==> src/rtl/fsic_wb_pkg.sv <==
// Shared definitions for the MGMT Wishbone slave controller: FSM states,
// target indices and the error/timeout read pattern.
package fsic_wb_pkg;

  typedef enum logic [1:0] {
    ST_IDLE = 2'd0,
    ST_REQ  = 2'd1,
    ST_ACK  = 2'd2
  } wbs_state_e;

  typedef enum logic [2:0] {
    TGT_0     = 3'd0,
    TGT_1     = 3'd1,
    TGT_2     = 3'd2,
    TGT_LOCAL = 3'd3,
    TGT_ERR   = 3'd4
  } tgt_idx_e;

  localparam logic [31:0] DEAD_BEEF = 32'hDEAD_BEEF;

  function automatic tgt_idx_e decode_page(input logic [3:0] page);
    case (page)
      4'd0:    return TGT_0;
      4'd1:    return TGT_1;
      4'd2:    return TGT_2;
      4'd3:    return TGT_LOCAL;
      default: return TGT_ERR;
    endcase
  endfunction

endpackage

==> src/rtl/wbs_to_cnt.sv <==
// Target response timer: starts at 1 on load, counts while enabled and
// flags expiry when the count reaches TIMEOUT.
module wbs_to_cnt #(
  parameter int unsigned TIMEOUT = 255
) (
  input  logic clk,
  input  logic rst_n,
  input  logic load,
  input  logic en,
  output logic expire
);

  localparam logic [15:0] LIMIT = 16'(TIMEOUT);

  logic [15:0] cnt_q;

  always_ff @(posedge clk or negedge rst_n) begin
    if (!rst_n)
      cnt_q <= '0;
    else if (load)
      cnt_q <= 16'd1;
    else if (en && (cnt_q != LIMIT))
      cnt_q <= cnt_q + 16'd1;
  end

  assign expire = en && (cnt_q == LIMIT);

endmodule

==> src/rtl/wbs_ctrl.sv <==
// MGMT Wishbone classic slave: forwards window pages 0-2 to three targets
// with a response timeout, serves local status registers on page 3.
module wbs_ctrl
  import fsic_wb_pkg::*;
#(
  parameter logic [31:0] BASE    = 32'h3000_0000,
  parameter int unsigned TIMEOUT = 255
) (
  input  logic        wb_clk,
  input  logic        wb_rst_n,
  input  logic [31:0] wbs_adr,
  input  logic [31:0] wbs_wdata,
  input  logic [3:0]  wbs_sel,
  input  logic        wbs_cyc,
  input  logic        wbs_stb,
  input  logic        wbs_we,
  output logic        wbs_ack,
  output logic [31:0] wbs_rdata,
  output logic [2:0]  tgt_req,
  output logic        tgt_we,
  output logic [11:0] tgt_adr,
  output logic [31:0] tgt_wdata,
  output logic [3:0]  tgt_sel,
  input  logic [2:0]  tgt_ack,
  input  logic [95:0] tgt_rdata,
  output logic        to_irq
);

  wbs_state_e  state_q, state_d;
  tgt_idx_e    tgt_q;
  logic [31:0] adr_q, wdata_q;
  logic [3:0]  sel_q;
  logic        we_q;
  logic        ack_q, ack_d, irq_q, irq_d;
  logic [31:0] rdata_q, rdata_d;
  logic [15:0] to_cnt_q, to_cnt_d;
  logic [31:0] last_to_adr_q, last_to_adr_d;
  logic        claim, latch, cnt_load, cnt_en, expire, sel_ack;
  logic [31:0] sel_rdata, local_rdata;

  // No claim while the previous ack is on the bus: stb is still high then.
  assign claim = wbs_cyc & wbs_stb & (wbs_adr[31:16] == BASE[31:16]) & ~ack_q;

  wbs_to_cnt #(.TIMEOUT(TIMEOUT)) u_to_cnt (
    .clk    (wb_clk),
    .rst_n  (wb_rst_n),
    .load   (cnt_load),
    .en     (cnt_en),
    .expire (expire)
  );

  always_comb begin
    sel_ack   = 1'b0;
    sel_rdata = '0;
    case (tgt_q)
      TGT_0:   begin sel_ack = tgt_ack[0]; sel_rdata = tgt_rdata[31:0];  end
      TGT_1:   begin sel_ack = tgt_ack[1]; sel_rdata = tgt_rdata[63:32]; end
      TGT_2:   begin sel_ack = tgt_ack[2]; sel_rdata = tgt_rdata[95:64]; end
      default: ;
    endcase
  end

  always_comb begin
    case (adr_q[11:0])
      12'h000: local_rdata = {to_cnt_q, 14'b0, state_q};
      12'h004: local_rdata = last_to_adr_q;
      default: local_rdata = '0;
    endcase
  end

  always_comb begin
    state_d       = state_q;
    ack_d         = 1'b0;
    rdata_d       = '0;
    irq_d         = 1'b0;
    to_cnt_d      = to_cnt_q;
    last_to_adr_d = last_to_adr_q;
    latch         = 1'b0;
    cnt_load      = 1'b0;
    cnt_en        = 1'b0;
    case (state_q)
      ST_IDLE: begin
        if (claim) begin
          latch = 1'b1;
          if (decode_page(wbs_adr[15:12]) inside {TGT_0, TGT_1, TGT_2}) begin
            state_d  = ST_REQ;
            cnt_load = 1'b1;
          end else begin
            state_d = ST_ACK;
          end
        end
      end
      ST_REQ: begin
        cnt_en = 1'b1;
        if (!wbs_cyc) begin
          state_d = ST_IDLE;
        end else if (sel_ack) begin
          ack_d   = 1'b1;
          rdata_d = sel_rdata;
          state_d = ST_ACK;
        end else if (expire) begin
          ack_d         = 1'b1;
          rdata_d       = DEAD_BEEF;
          irq_d         = 1'b1;
          to_cnt_d      = (to_cnt_q == 16'hFFFF) ? to_cnt_q : to_cnt_q + 16'd1;
          last_to_adr_d = adr_q;
          state_d       = ST_ACK;
        end
      end
      ST_ACK: begin
        // Target/timeout responses already drove ack on entry; local and
        // error accesses produce theirs here, giving the two-cycle latency.
        state_d = ST_IDLE;
        if (!ack_q) begin
          ack_d = 1'b1;
          if (tgt_q == TGT_LOCAL) begin
            rdata_d = local_rdata;
            if (we_q && (adr_q[11:0] == 12'h000))
              to_cnt_d = '0;
          end else begin
            rdata_d = DEAD_BEEF;
          end
        end
      end
      default: state_d = ST_IDLE;
    endcase
  end

  always_ff @(posedge wb_clk or negedge wb_rst_n) begin
    if (!wb_rst_n) begin
      state_q       <= ST_IDLE;
      ack_q         <= 1'b0;
      rdata_q       <= '0;
      irq_q         <= 1'b0;
      to_cnt_q      <= '0;
      last_to_adr_q <= '0;
    end else begin
      state_q       <= state_d;
      ack_q         <= ack_d;
      rdata_q       <= rdata_d;
      irq_q         <= irq_d;
      to_cnt_q      <= to_cnt_d;
      last_to_adr_q <= last_to_adr_d;
    end
  end

  always_ff @(posedge wb_clk or negedge wb_rst_n) begin
    if (!wb_rst_n) begin
      tgt_q   <= TGT_ERR;
      adr_q   <= '0;
      wdata_q <= '0;
      sel_q   <= '0;
      we_q    <= 1'b0;
    end else if (latch) begin
      tgt_q   <= decode_page(wbs_adr[15:12]);
      adr_q   <= wbs_adr;
      wdata_q <= wbs_wdata;
      sel_q   <= wbs_sel;
      we_q    <= wbs_we;
    end
  end

  always_comb begin
    tgt_req = '0;
    if (state_q == ST_REQ) begin
      case (tgt_q)
        TGT_0:   tgt_req = 3'b001;
        TGT_1:   tgt_req = 3'b010;
        TGT_2:   tgt_req = 3'b100;
        default: tgt_req = '0;
      endcase
    end
  end

  assign wbs_ack   = ack_q;
  assign wbs_rdata = rdata_q;
  assign to_irq    = irq_q;
  assign tgt_we    = we_q;
  assign tgt_adr   = adr_q[11:0];
  assign tgt_wdata = wdata_q;
  assign tgt_sel   = sel_q;

endmodule

==> config.mk <==
export PLATFORM = sky130hd
export DESIGN_NAME = wbs_ctrl
export DESIGN_NICKNAME = d
export VERILOG_FILES = /design/src/rtl/fsic_wb_pkg.sv /design/src/rtl/wbs_to_cnt.sv /design/src/rtl/wbs_ctrl.sv
export SDC_FILE = /design/constraint.sdc
export NUM_CORES = 1
export LEC_CHECK = 0
export BUFFER_PORTS_ARGS = -buffer_cell sky130_fd_sc_hd__buf_4
export CAP_MARGIN = 20
export CORE_MARGIN = 4
export CORE_UTILIZATION = 35
export DETAILED_ROUTE_END_ITERATION = 7
export GPL_ROUTABILITY_DRIVEN = 0
export PLACE_DENSITY = 0.58
export RECOVER_POWER = 25
export SETUP_SLACK_MARGIN = 0.3
export SLEW_MARGIN = 25
export SYNTH_ARGS = -nofsm -noshare
export SYNTH_HDL_FRONTEND = slang
export SYNTH_SLANG_ARGS = --single-unit
export TNS_END_PERCENT = 20
==> constraint.sdc <==
create_clock -name wb_clk -period 3.63 [get_ports wb_clk]
set_input_delay 0 -clock wb_clk [delete_from_list [all_inputs] [get_ports wb_clk]]
set_output_delay 0 -clock wb_clk [all_outputs]
set_load 0.05 [all_outputs]
==> results_tabular.tex <==
\begin{tabular}{lr}
\hline
Metric & Value \\
\hline
\multicolumn{2}{l}{\textbf{Detailed routing}} \\
Detailed-route via count & $\sim$7300 \\
Initial drt markers & 470 \\
DRT Pass-1 Iters & 5 \\
Antenna-violating nets left & 0 \\
Drt via density & about 5.2 \\
Post-detailed-route wirelength per cell & 18.9 microns \\
Total DRC errors in the routed layout & 0 \\
Total Wirelength & approximately 26 mm \\
\multicolumn{2}{l}{\textbf{Power}} \\
Standby leakage power & roughly 5.4 nW \\
Clock network power share & a little over a third \\
Sequential group share of total power & 39.9\% \\
Tot Pwr & 5.15 mW \\
Internal Dissipation & between 3 and 4 mW \\
Worst voltage drop across the vdd grid & around 0.00033 V \\
Fraction of power spent switching nets & a little under a third \\
Power density of the placed cells & about 430 mW/mm\^{}2 \\
Combinational share of power & between 20\% and 30\% \\
Switching power total & 1.64 mW \\
\multicolumn{2}{l}{\textbf{Logic synthesis}} \\
Cell types with the largest area share after synthesis & dfrtp\_1, mux2\_2, mux2i\_1, a2111oi\_0, clkbuf\_1 \\
Most common flop cell mapped by yosys & dfrtp\_1 \\
Instance count of the mapped netlist & between 700 and 800 \\
Netlist area before placement & between 0.008 and 0.009 sq mm \\
Synth cell types & 60 \\
Per-instance average area after synthesis & 11.0 sq um \\
Cell type with the highest aggregate area in the netlist & dfrtp\_1 \\
Synthesized net count & between 900 and 1000 \\
Yosys warns & 0 \\
Portion of the post-synthesis area used by sequential elements & 50.3\% \\
Post-synthesis sequential element count & approximately 170 \\
Number of enable-type register cells in the synthesized netlist & 0 \\
Share of the synthesized area in the top cell type & roughly 50\% \\
Synth async-reset ratio & 100\% \\
\multicolumn{2}{l}{\textbf{CTS}} \\
Num CTS Buffers & 17 \\
CTS-repair resized insts & 0 \\
CTS Root Cell & clkbuf\_16 \\
Clock edge transition at the registers on the reported setup and hold paths & $\sim$0.07 ns \\
Maximum root-to-sink buffer count & 2 \\
Number of levels in the clock H-tree & 4 \\
Clock Sinks & 172 \\
Insertion delay to the later sink of the worst-skew pair & about 0.43 ns \\
TritonCTS clock tree & built \\
\multicolumn{2}{l}{\textbf{Floorplan}} \\
Starting utilization of the core area & 36.0\% \\
Area of the core region & roughly 0.024 sq mm \\
Count of standard-cell rows & 56 \\
Width of the chip & between 150 and 200 microns \\
Die height & between 150 and 200 microns \\
Top-level I/O count & around 260 \\
Total Die Area & 0.0270 sq mm \\
\multicolumn{2}{l}{\textbf{Layout}} \\
Share of layout cells above drive strength 1 & 35.5\% \\
Layout area overhead & 38.7\% \\
\# diodes & 0 \\
Final layout net count & about 1200 \\
Final Instance Area & approximately 0.012 sq mm \\
Fillers & 2161 \\
\multicolumn{2}{l}{\textbf{Timing}} \\
Slew Limit Headroom & -22.5\% \\
Setup slack after layout & around 0.62 ns \\
Max Slew Vio Count & 72 \\
Setup TNS & 0 ns \\
Setup repair after global routing missed its margin & false \\
Final hold viol count & 0 \\
Highest clock frequency the design can meet & approximately 0.33 GHz \\
Post-layout minimum cycle time & $\sim$3.0 ns \\
Final setup violation count & 0 \\
Slew at the pin closest to its max-slew limit & $\sim$1.8 ns \\
Worst hold slack & between 0.008 and 0.009 ns \\
Skew final & 0.00969 ns \\
Tcrit/Tclk final & 83.0\% \\
\multicolumn{2}{l}{\textbf{Worst setup path}} \\
Req. time, crit path & about 3.9 ns \\
Worst setup path category & register to register \\
Type of origin of the critical path & register \\
Category of cells accounting for the largest share of critical-path delay & simple AND/OR/NAND/NOR gates \\
Slowest stage cell on the critical path & or3\_1 \\
Maximum fanout along the worst path & 16 \\
Path length in cells of the critical path & 6 \\
Largest stage delay on the critical path & about 0.63 ns \\
Combined buffer and inverter count along the critical path & 1 \\
Cell depth of the worst flop-to-flop path & 6 \\
CP cell instances & or4\_4, nor4\_4, a41oi\_2, buf\_4, or3\_1, a221o\_1 \\
Critical Path Sink Type & register \\
Critical Path AT & between 3 and 4 ns \\
\multicolumn{2}{l}{\textbf{Placed design}} \\
Number of I/O port buffers & approximately 260 \\
Pre-CTS worst setup slack & 0.678 ns \\
Final HPWL DP & 18.7 mm \\
DP Area & roughly 0.011 sq mm \\
\multicolumn{2}{l}{\textbf{Global route}} \\
Pin count of the biggest net entering global routing & about 100 \\
Number of global-route vias before repair & 7719 \\
First-pass GRT wire length & 42.0 mm \\
Final global-route overflow total & 0 \\
Initial antenna violation count & 0 \\
Total routing resource utilization after global routing & 19.7\% \\
\multicolumn{2}{l}{\textbf{Outcome}} \\
Run status & finished with violations \\
Violated checks & max-capacitance violations, max-slew violations \\
\multicolumn{2}{l}{\textbf{Worst hold path}} \\
Path class of the lowest-slack min-delay path & input port to register \\
Worst hold path stage count & 4 \\
\multicolumn{2}{l}{\textbf{Run}} \\
Reported max-cap violation count & 1 \\
\hline
\end{tabular}
-- synth_stat cells (12+ instances only) --
cell type  number
dfrtp_1       171
mux2_2         84
clkbuf_1       48
nor2_1         46
nand2_1        43
mux2i_1        34
a21oi_1        30
a2111oi_0      24
nor2b_1        18
nor3_1         18
and2_1         16
or3_1          16
o21a_1         15
o21ai_0        15
a32oi_1        14
nand4_1        14
buf_4          12
nor4_1         12
-- per-layer routing --
metal,routed length (microns),track usage [%],share of wire [%],up-vias
met2,13200,34.1,50,224
li1,-,-,-,3454
met4,289,3.55,1.1,0
met3,1640,5.14,6.2,20
met5,0,0,0,-
met1,11200,25.2,43,3561
-- state kept, by name (all words and copies together) (netlist names), 2 cells and up --
name            count
tgt_q               3
tgt_sel             4
tgt_wdata          32
u_to_cnt.cnt_q     16
to_cnt_q           16
adr_q              32
state_q             2
wbs_rdata          32
last_to_adr_q      32
-- power by group through the flow --
stage	Clock [mW]	Combinational [mW]	Sequential, mW
4_1_cts	1.91	1.32	2.06
2_1_floorplan	0	0.418	2.44
3_3_place_gp	0	1.26	2.09
5_1_grt	1.98	1.33	2.06
3_5_place_dp	0	1.26	2.09
6_report	1.86	1.23	2.05
-- path summary, 6_finish.rpt --
kind,startpoint,to,slack [ns]
worst min-delay path,tgt_rdata[92],wbs_rdata[28]$_DFF_PN0_,0.008
max in group asynchronous,wb_rst_n,tgt_q[1]$_DFFE_PN0P_,1.64
worst min register to register,adr_q[28]$_DFFE_PN0P_,adr_q[28]$_DFFE_PN0P_,0.47
worst max register to register,adr_q[1]$_DFFE_PN0P_,to_cnt_q[9]$_DFFE_PN0P_,0.62
worst max-delay path,adr_q[1]$_DFFE_PN0P_,to_cnt_q[9]$_DFFE_PN0P_,0.62
min in group asynchronous,wb_rst_n,tgt_wdata[6]$_DFFE_PN0P_,0.58
-- worst register-to-register path: cells and delay by family, from the launching register on --
family / cells / cell delay, ns
simple gates: 3 / 1.66
flops: 1 / 0.42
buf+inv: 1 / 0.21
compound gates: 2 / 0.60
-- final cells by class --
class / count / area [sq um] / area share (%)
clock buffers: 19 / 443 / 3.73
clock inverters: 13 / 154 / 1.30
inverters: 8 / 30.0 / 0.253
multi-input cells: 524 / 3920 / 33.0
flip-flops and latches: 172 / 4310 / 36.3
well taps: 319 / 399 / 3.36
repair buffers: 344 / 2620 / 22.1
-- stage by stage --
step	std cells	util, %
after floorplan	779	-
after global routing	1399	50.0
after detailed placement	1306	45.5
after CTS	1399	50.6
after global placement	1306	45.5
final	1399	50.0
-- layout by cell type (no fill, tap or decap), drive strengths merged, types with 13 or more instances in the layout --
cell         count
buf            246
dfrtp          171
mux2            86
dlygate4sd3     61
clkbuf          56
nor2            46
nand2           43
mux2i           34
a21oi           30
a2111oi         24
nor3            18
nor2b           18
or3             16
and2            16
o21ai           15
o21a            15
inv             15
nand4           14
a32oi           14
nor4            13
-- logic make-up after synthesis --
family | share of synthesized area [%]
adders and majority gates | 0.731
buffers and inverters | 4.22
DFF | 50.3
and+or+nand+nor | 14.8
xor gates and xnor gates | 1.02
AOI/OAI and AO/OA | 13.6
muxes | 15.3
-- what timing repair did --
item / in CTS / in global routing
setup buffers: 0 / 0
hold endpoints to repair: 135 / 0
hold buffers: 61 / 0
Note: power is estimated with default switching activity, not from simulation.
